$ cat config.mk
export PLATFORM = sky130hd
export DESIGN_NAME = rvfi_obi_responder
export DESIGN_NICKNAME = d
export VERILOG_FILES = /design/src/rtl/rvfi_obi_responder.sv
export SDC_FILE = /design/constraint.sdc
export NUM_CORES = 1
export LEC_CHECK = 0
export ABC_AREA = 1
export BUFFER_PORTS_ARGS = -buffer_cell sky130_fd_sc_hd__buf_2
export CORE_MARGIN = 2
export CORE_UTILIZATION = 50
export DETAILED_ROUTE_END_ITERATION = 12
export GPL_TIMING_DRIVEN = 0
export HOLD_SLACK_MARGIN = 0.08
export PLACE_DENSITY = 0.9
export RECOVER_POWER = 100
export SKIP_LAST_GASP = 1
export SYNTH_ARGS = -nofsm -noshare
export SYNTH_HDL_FRONTEND = slang
export SYNTH_SLANG_ARGS = --single-unit
export TNS_END_PERCENT = 5
$ cat constraint.sdc
create_clock -name clock -period 2.47 [get_ports clock]
set_clock_uncertainty 0.05 [all_clocks]
set_input_delay 0.494 -clock clock [delete_from_list [all_inputs] [get_ports clock]]
set_output_delay 0.494 -clock clock [all_outputs]
set_load 0.02 [all_outputs]
$ cat src/rtl/rvfi_obi_responder.sv
// rvfi_obi_responder: protocol-legal OBI memory responder for a formal wrapper.
// Free random inputs are filtered so that grants and responses stay in order,
// the outstanding depth stays bounded and the latency stays bounded. A sticky
// checker flags requests that change or drop before they are granted.
// Optional macro RVFI_OBI_ERR_EN: when defined, err_o = rvalid_o & rand_err_i;
// when undefined, err_o is tied low and rand_err_i is ignored.
module rvfi_obi_responder #(
    parameter int DATA_W          = 32,
    parameter int ADDR_W          = 32,
    parameter int MAX_OUTSTANDING = 2,
    parameter int MAX_STALL       = 4
) (
    input  logic                                   clock,
    input  logic                                   reset,
    input  logic                                   req_i,
    output logic                                   gnt_o,
    input  logic [ADDR_W-1:0]                      addr_i,
    input  logic                                   we_i,
    input  logic [DATA_W/8-1:0]                    be_i,
    input  logic [DATA_W-1:0]                      wdata_i,
    output logic                                   rvalid_o,
    output logic [DATA_W-1:0]                      rdata_o,
    output logic                                   err_o,
    input  logic                                   rand_gnt_i,
    input  logic                                   rand_rvalid_i,
    input  logic [DATA_W-1:0]                      rand_rdata_i,
    input  logic                                   rand_err_i,
    output logic [$clog2(MAX_OUTSTANDING+1)-1:0]   outstanding_o,
    output logic                                   protocol_err_o
);

    localparam int CNT_W = $clog2(MAX_OUTSTANDING + 1);
    localparam int PTR_W = (MAX_OUTSTANDING > 1) ? $clog2(MAX_OUTSTANDING) : 1;
    localparam int STL_W = (MAX_STALL > 0) ? $clog2(MAX_STALL + 1) : 1;

    localparam logic [CNT_W-1:0] MAX_OUT_C  = CNT_W'(MAX_OUTSTANDING);
    localparam logic [PTR_W-1:0] PTR_LAST_C = PTR_W'(MAX_OUTSTANDING - 1);
    localparam logic [STL_W-1:0] STL_MAX_C  = STL_W'(MAX_STALL);
    localparam logic             FORCE_EN_C = (MAX_STALL != 0) ? 1'b1 : 1'b0;

    // Pending-entry pointers wrap at the FIFO depth, which need not be a power of two.
    function automatic logic [PTR_W-1:0] ptr_inc(input logic [PTR_W-1:0] ptr);
        if (ptr == PTR_LAST_C) begin
            return '0;
        end else begin
            return ptr + PTR_W'(1);
        end
    endfunction

    logic [CNT_W-1:0]            r_count;
    logic [PTR_W-1:0]            r_wr_ptr;
    logic [PTR_W-1:0]            r_rd_ptr;
    logic [MAX_OUTSTANDING-1:0]  r_fifo_we;
    logic [STL_W-1:0]            r_gstall;
    logic [STL_W-1:0]            r_rstall;

    logic                        r_prev_req;
    logic                        r_prev_gnt;
    logic [ADDR_W-1:0]           r_prev_addr;
    logic                        r_prev_we;
    logic [DATA_W/8-1:0]         r_prev_be;
    logic [DATA_W-1:0]           r_prev_wdata;
    logic                        r_perr;

    logic                        w_room;
    logic                        w_gnt_force;
    logic                        w_rsp_force;
    logic                        w_head_we;
    logic                        w_violation;

    // Grant and response decisions: random choice, overridden once a stall limit is hit.
    always_comb begin
        w_room      = (r_count < MAX_OUT_C);
        w_gnt_force = FORCE_EN_C & (r_gstall == STL_MAX_C);
        w_rsp_force = FORCE_EN_C & (r_rstall == STL_MAX_C);
        w_head_we   = r_fifo_we[r_rd_ptr];
        if (reset) begin
            gnt_o    = 1'b0;
            rvalid_o = 1'b0;
        end else begin
            gnt_o    = req_i & w_room & (rand_gnt_i | w_gnt_force);
            rvalid_o = (r_count != '0) & (rand_rvalid_i | w_rsp_force);
        end
    end

    // Response payload: read data only on a read response, zero otherwise.
    always_comb begin
        if (rvalid_o && !w_head_we) begin
            rdata_o = rand_rdata_i;
        end else begin
            rdata_o = '0;
        end
`ifdef RVFI_OBI_ERR_EN
        err_o = rvalid_o & rand_err_i;
`else
        err_o = 1'b0;
`endif
    end

`ifndef RVFI_OBI_ERR_EN
    logic w_unused_rand_err;
    assign w_unused_rand_err = rand_err_i;
`endif

    // Pending FIFO, outstanding count and the two stall counters.
    always_ff @(posedge clock) begin
        if (reset) begin
            r_count   <= '0;
            r_wr_ptr  <= '0;
            r_rd_ptr  <= '0;
            r_fifo_we <= '0;
            r_gstall  <= '0;
            r_rstall  <= '0;
        end else begin
            if (gnt_o) begin
                r_fifo_we[r_wr_ptr] <= we_i;
                r_wr_ptr            <= ptr_inc(r_wr_ptr);
            end
            if (rvalid_o) begin
                r_rd_ptr <= ptr_inc(r_rd_ptr);
            end
            r_count <= r_count + CNT_W'(gnt_o) - CNT_W'(rvalid_o);
            if (!req_i || gnt_o) begin
                r_gstall <= '0;
            end else if (r_gstall != STL_MAX_C) begin
                r_gstall <= r_gstall + STL_W'(1);
            end
            if ((r_count == '0) || rvalid_o) begin
                r_rstall <= '0;
            end else if (r_rstall != STL_MAX_C) begin
                r_rstall <= r_rstall + STL_W'(1);
            end
        end
    end

    // A pending (ungranted) request must be held stable until it is granted.
    always_comb begin
        w_violation = r_prev_req & ~r_prev_gnt &
                      (~req_i | (addr_i != r_prev_addr) | (we_i != r_prev_we) |
                       (be_i != r_prev_be) | (r_prev_we & (wdata_i != r_prev_wdata)));
    end

    // Request-side history and the sticky violation flag.
    always_ff @(posedge clock) begin
        if (reset) begin
            r_prev_req   <= 1'b0;
            r_prev_gnt   <= 1'b0;
            r_prev_addr  <= '0;
            r_prev_we    <= 1'b0;
            r_prev_be    <= '0;
            r_prev_wdata <= '0;
            r_perr       <= 1'b0;
        end else begin
            r_prev_req   <= req_i;
            r_prev_gnt   <= gnt_o;
            r_prev_addr  <= addr_i;
            r_prev_we    <= we_i;
            r_prev_be    <= be_i;
            r_prev_wdata <= wdata_i;
            r_perr       <= r_perr | w_violation;
        end
    end

    assign outstanding_o  = r_count;
    assign protocol_err_o = r_perr;

endmodule

==> impl_table.tex <==
\begin{tabular}{lr}
\hline
Metric & Value \\
\hline
\multicolumn{2}{l}{\textbf{Status}} \\
\quad Result of the run & finished clean \\
\multicolumn{2}{l}{\textbf{Die}} \\
\quad Die area & 0.008734 sq mm \\
\quad Die Span X & 93.46 um \\
\quad Die H & 93.46 um \\
\quad Placeable core region & 0.007727 sq mm \\
\quad I/O pin count & 145 \\
\quad Row cnt & 32 \\
\quad Starting density of the core & 0.5178 \\
\multicolumn{2}{l}{\textbf{Clock network}} \\
\quad Master cell of the clock root buffer & sky130\_fd\_sc\_hd\_\_clkbuf\_8 \\
\quad H-tree Lvls & 3 \\
\quad Clock tree buffer depth & 2 \\
\quad Clock latency at the later pin of the worst-skew pair & 350 ps \\
\quad Sink count of the clock tree & 84 \\
\quad TritonCTS Buffers & 9 \\
\quad Clock transition at path regs & 90 ps \\
\quad Number of hold buffers added after cts & 0 \\
\quad CTS tree & yes \\
\multicolumn{2}{l}{\textbf{STA}} \\
\quad Portion of the clock cycle consumed by the worst path in the final layout & 0.9767 \\
\quad Setup repair after global routing missed its margin & yes \\
\quad Remaining max-slew budget at the tightest pin & 0.6248 \\
\quad Final critical delay including setup and external delays & 2412 ps \\
\quad Worst hold slack across all endpoints & 312.4 ps \\
\quad Final setup violation count & 0 \\
\quad Pins over their slew limit & 0 \\
\quad FMAX & 414.5 MHz \\
\quad Final hold viol count & 0 \\
\quad Pin slew with the least headroom to its limit & 562.9 ps \\
\multicolumn{2}{l}{\textbf{Power and ir drop}} \\
\quad Proportion of total power due to net switching & 0.2738 \\
\quad Largest vdd supply drop & 0.0003842 V \\
\quad Power share of the clock group & 0.343 \\
\quad Share of power burned in combinational logic & 0.161 \\
\quad Switching Power & 0.0008070 W \\
\quad Proportion of power drawn by flip-flops and latches & 0.496 \\
\quad Static leakage power & 2.958 nW \\
\quad Overall Power & 0.002947 W \\
\quad Power Density & 569.4 mW/mm\^{}2 \\
\quad Power Internal & 0.002140 W \\
\multicolumn{2}{l}{\textbf{Logic synthesis}} \\
\quad Sequential cell area fraction in the yosys report & 0.4203 \\
\quad FF+latch count, synth & 84 \\
\quad Number of nets in the synthesized netlist & 706 \\
\quad Count of flip-flops with a built-in enable after synthesis & 0 \\
\quad Avg Inst Size Synth & 6.748 sq um \\
\quad Number of warning messages in the yosys log & 0 \\
\quad Post-synth ARST share & 0 \\
\quad Top FF cell, synth & sky130\_fd\_sc\_hd\_\_dfxtp\_1 \\
\quad Netlist cell types & 23 \\
\quad Leading post-synthesis cells by cell area & sky130\_fd\_sc\_hd\_\_dfxtp\_1 (42\%), sky130\_fd\_sc\_hd\_\_inv\_1 (14\%), sky130\_fd\_sc\_hd\_\_nand2\_1 (12\%), sky130\_fd\_sc\_hd\_\_nor2\_1 (11\%), sky130\_fd\_sc\_hd\_\_xnor2\_1 (5.9\%) \\
\quad Most frequently used cell type in the post-synthesis netlist & sky130\_fd\_sc\_hd\_\_inv\_1 \\
\quad Ranking of synthesized cells by instance count & sky130\_fd\_sc\_hd\_\_inv\_1 (145), sky130\_fd\_sc\_hd\_\_nand2\_1 (133), sky130\_fd\_sc\_hd\_\_nor2\_1 (112) \\
\quad Post-Synthesis Cells & 593 \\
\quad Yosys top cell area share & 0.4203 \\
\quad Cell taking the most area after synthesis & sky130\_fd\_sc\_hd\_\_dfxtp\_1 \\
\quad Cell Area, Synth & 0.004001 sq mm \\
\multicolumn{2}{l}{\textbf{Drt}} \\
\quad Detailed Route Iter0 Violations & 119 \\
\quad DR WL/cell & 10.64 um \\
\quad Routed wire length & 9174 um \\
\quad Antenna Violating Nets Remaining & 0 \\
\quad Vias & 3826 \\
\quad Via/cell ratio & 4.439 \\
\quad DR pass1 iterations & 4 \\
\quad Number of remaining DRC errors & 0 \\
\multicolumn{2}{l}{\textbf{Worst setup path}} \\
\quad Worst-path maximum fanout & 6 \\
\quad Worst Path Arrival & 1870 ps \\
\quad Worst Path Required & 1930 ps \\
\quad Worst Setup Start Kind & register \\
\quad Worst setup path category & reg -> out \\
\quad Critical Path End Type & output pin \\
\multicolumn{2}{l}{\textbf{Global routing}} \\
\quad Vias in the first global route & 3717 \\
\quad Antenna violations before repair & 0 \\
\quad First-pass GRT wire length & 14550 um \\
\quad Total overflow reported by the global router & 0 \\
\quad Pin count of the biggest net entering global routing & 16 \\
\quad Total global-route track usage & 0.2088 \\
\multicolumn{2}{l}{\textbf{Placed design}} \\
\quad DP Wirelength & 7390 um \\
\quad Port-buffer cells & 142 \\
\quad GPL Wtd Cong & 0.7537 \\
\multicolumn{2}{l}{\textbf{Hold path}} \\
\quad Class of the most critical hold timing path & in -> reg \\
\multicolumn{2}{l}{\textbf{Flow run}} \\
\quad Max\_cap viols & 0 \\
\multicolumn{2}{l}{\textbf{Finish}} \\
\quad Final net count & 868 \\
\quad Area overhead of the layout relative to synthesis & 29.36\% \\
\quad Inserted Diodes & 0 \\
\quad Proportion of layout cells with a drive suffix above 1 & 0.2803 \\
\hline
\end{tabular}
per-stage QoR:
| step | std cells | setup TNS, ps | worst slack [ps] | area, sq um | util |
|---|---|---|---|---|---|
| global placement | 837 | 0 | 378.9 | 4840 | 0.6263 |
| CTS | 853 | -822.1 | -42.49 | 5051 | 0.6537 |
| floorplan | 593 | 0 | 503.5 | 4001 | - |
| detailed placement | 837 | 0 | 345.6 | 4840 | 0.6263 |
| global route | 862 | -782.1 | -45.47 | 5176 | 0.6699 |
| finish | 862 | 0 | 57.50 | 5176 | 0.6699 |
critical path: stages, from the launching register on:
cell                        delay (ps)
sky130_fd_sc_hd__dfxtp_2           360
sky130_fd_sc_hd__inv_2              40
sky130_fd_sc_hd__ha_2              160
sky130_fd_sc_hd__nand2_2            80
sky130_fd_sc_hd__inv_2              50
sky130_fd_sc_hd__o21ai_2           140
sky130_fd_sc_hd__inv_2              80
sky130_fd_sc_hd__o211ai_4          180
sky130_fd_sc_hd__clkbuf_16         230
sky130_fd_sc_hd__nor2_2             30
sky130_fd_sc_hd__buf_2             150
layout by cell type (no fill, tap or decap):
cell,n
sky130_fd_sc_hd__a21oi_1,11
sky130_fd_sc_hd__a21oi_2,1
sky130_fd_sc_hd__buf_2,138
sky130_fd_sc_hd__buf_4,11
sky130_fd_sc_hd__buf_6,1
sky130_fd_sc_hd__buf_8,3
sky130_fd_sc_hd__bufinv_16,1
sky130_fd_sc_hd__clkbuf_1,8
sky130_fd_sc_hd__clkbuf_16,2
sky130_fd_sc_hd__clkbuf_8,10
sky130_fd_sc_hd__clkinvlp_4,3
sky130_fd_sc_hd__conb_1,1
sky130_fd_sc_hd__dfxtp_1,82
sky130_fd_sc_hd__dfxtp_2,2
sky130_fd_sc_hd__ha_1,5
sky130_fd_sc_hd__ha_2,1
sky130_fd_sc_hd__inv_1,143
sky130_fd_sc_hd__inv_2,4
sky130_fd_sc_hd__inv_6,2
sky130_fd_sc_hd__nand2_1,132
sky130_fd_sc_hd__nand2_2,1
sky130_fd_sc_hd__nand3_1,1
sky130_fd_sc_hd__nor2_1,113
sky130_fd_sc_hd__nor2_2,30
sky130_fd_sc_hd__nor3_1,1
sky130_fd_sc_hd__o211ai_2,1
sky130_fd_sc_hd__o211ai_4,1
sky130_fd_sc_hd__o21a_1,1
sky130_fd_sc_hd__o21ai_0,13
sky130_fd_sc_hd__o21ai_1,1
sky130_fd_sc_hd__o21ai_2,1
sky130_fd_sc_hd__xnor2_1,27
sky130_fd_sc_hd__xor2_1,8
layout make-up:
class	count	area [sq um]
plain buffers	12	82.58
clock buffers	10	137.6
clock inverters	6	70.07
fillers	649	2551
inverters	147	551.8
multi-input cells	350	1695
flip-flops and latches	84	1684
well taps	102	127.6
repair buffers	151	827.0
logic make-up (layout without fill, tap and decap cells):
group	count (synthesis)	count (layout)	share of synthesized area
xor gates and xnor gates	35	35	0.07661
and+or+nand+nor	278	278	0.2808
adders and majority gates	6	6	0.01876
buffers and inverters	159	326	0.1576
DFF	84	84	0.4203
other	1	1	0.0009372
AOI/OAI and AO/OA	30	30	0.04503
routing by layer:
layer / vias up / global-route usage / wire (um)
met2: 136 / 0.4353 / 4958
met3: 23 / 0.05318 / 665
met1: 1671 / 0.1815 / 3281
met4: 0 / 0.08824 / 268
li1: 1996 / - / -
met5: - / 0 / 0
final timing paths:
| path | from | end | slack, ps | cells past startpoint |
|---|---|---|---|---|
| worst max-delay path | r_rstall[1] | rdata_o[17] | 60 | 10 |
| worst min-delay path | wdata_i[13] | r_prev_wdata[13] | 310 | 3 |
| worst max register to register | r_rstall[1] | outstanding_o[1] | 540 | 12 |
| worst min register to register | protocol_err_o | protocol_err_o | 410 | 2 |
power by group through the flow:
stage / clock, W / sequential, W / combinational, W
finish: 0.00101 / 0.00146 / 0.000473
global route: 0.00108 / 0.00147 / 0.000537
CTS: 0.00103 / 0.00146 / 0.000460
detailed placement: 0 / 0.00149 / 0.000456
global placement: 0 / 0.00149 / 0.000432
floorplan: 0 / 0.00149 / 0.000279
state kept, by name (all words and copies together), names as in the netlist:
register,count
r_wr_ptr,1
r_fifo_we,2
outstanding_o,2
r_rd_ptr,1
r_prev_be,4
r_prev_req,1
protocol_err_o,1
r_prev_gnt,1
r_rstall,3
r_prev_we,1
r_prev_wdata,32
r_prev_addr,32
r_gstall,3
repair_timing:
action                     4_1_cts  5_1_grt
hold endpoints to repair         0        0
setup endpoints to repair       30       30
buffers inserted                 0        7
pin swaps                        0        3
gates resized for setup          1       14
gates cloned                     0        2
Power figures use the tool's default switching activity.
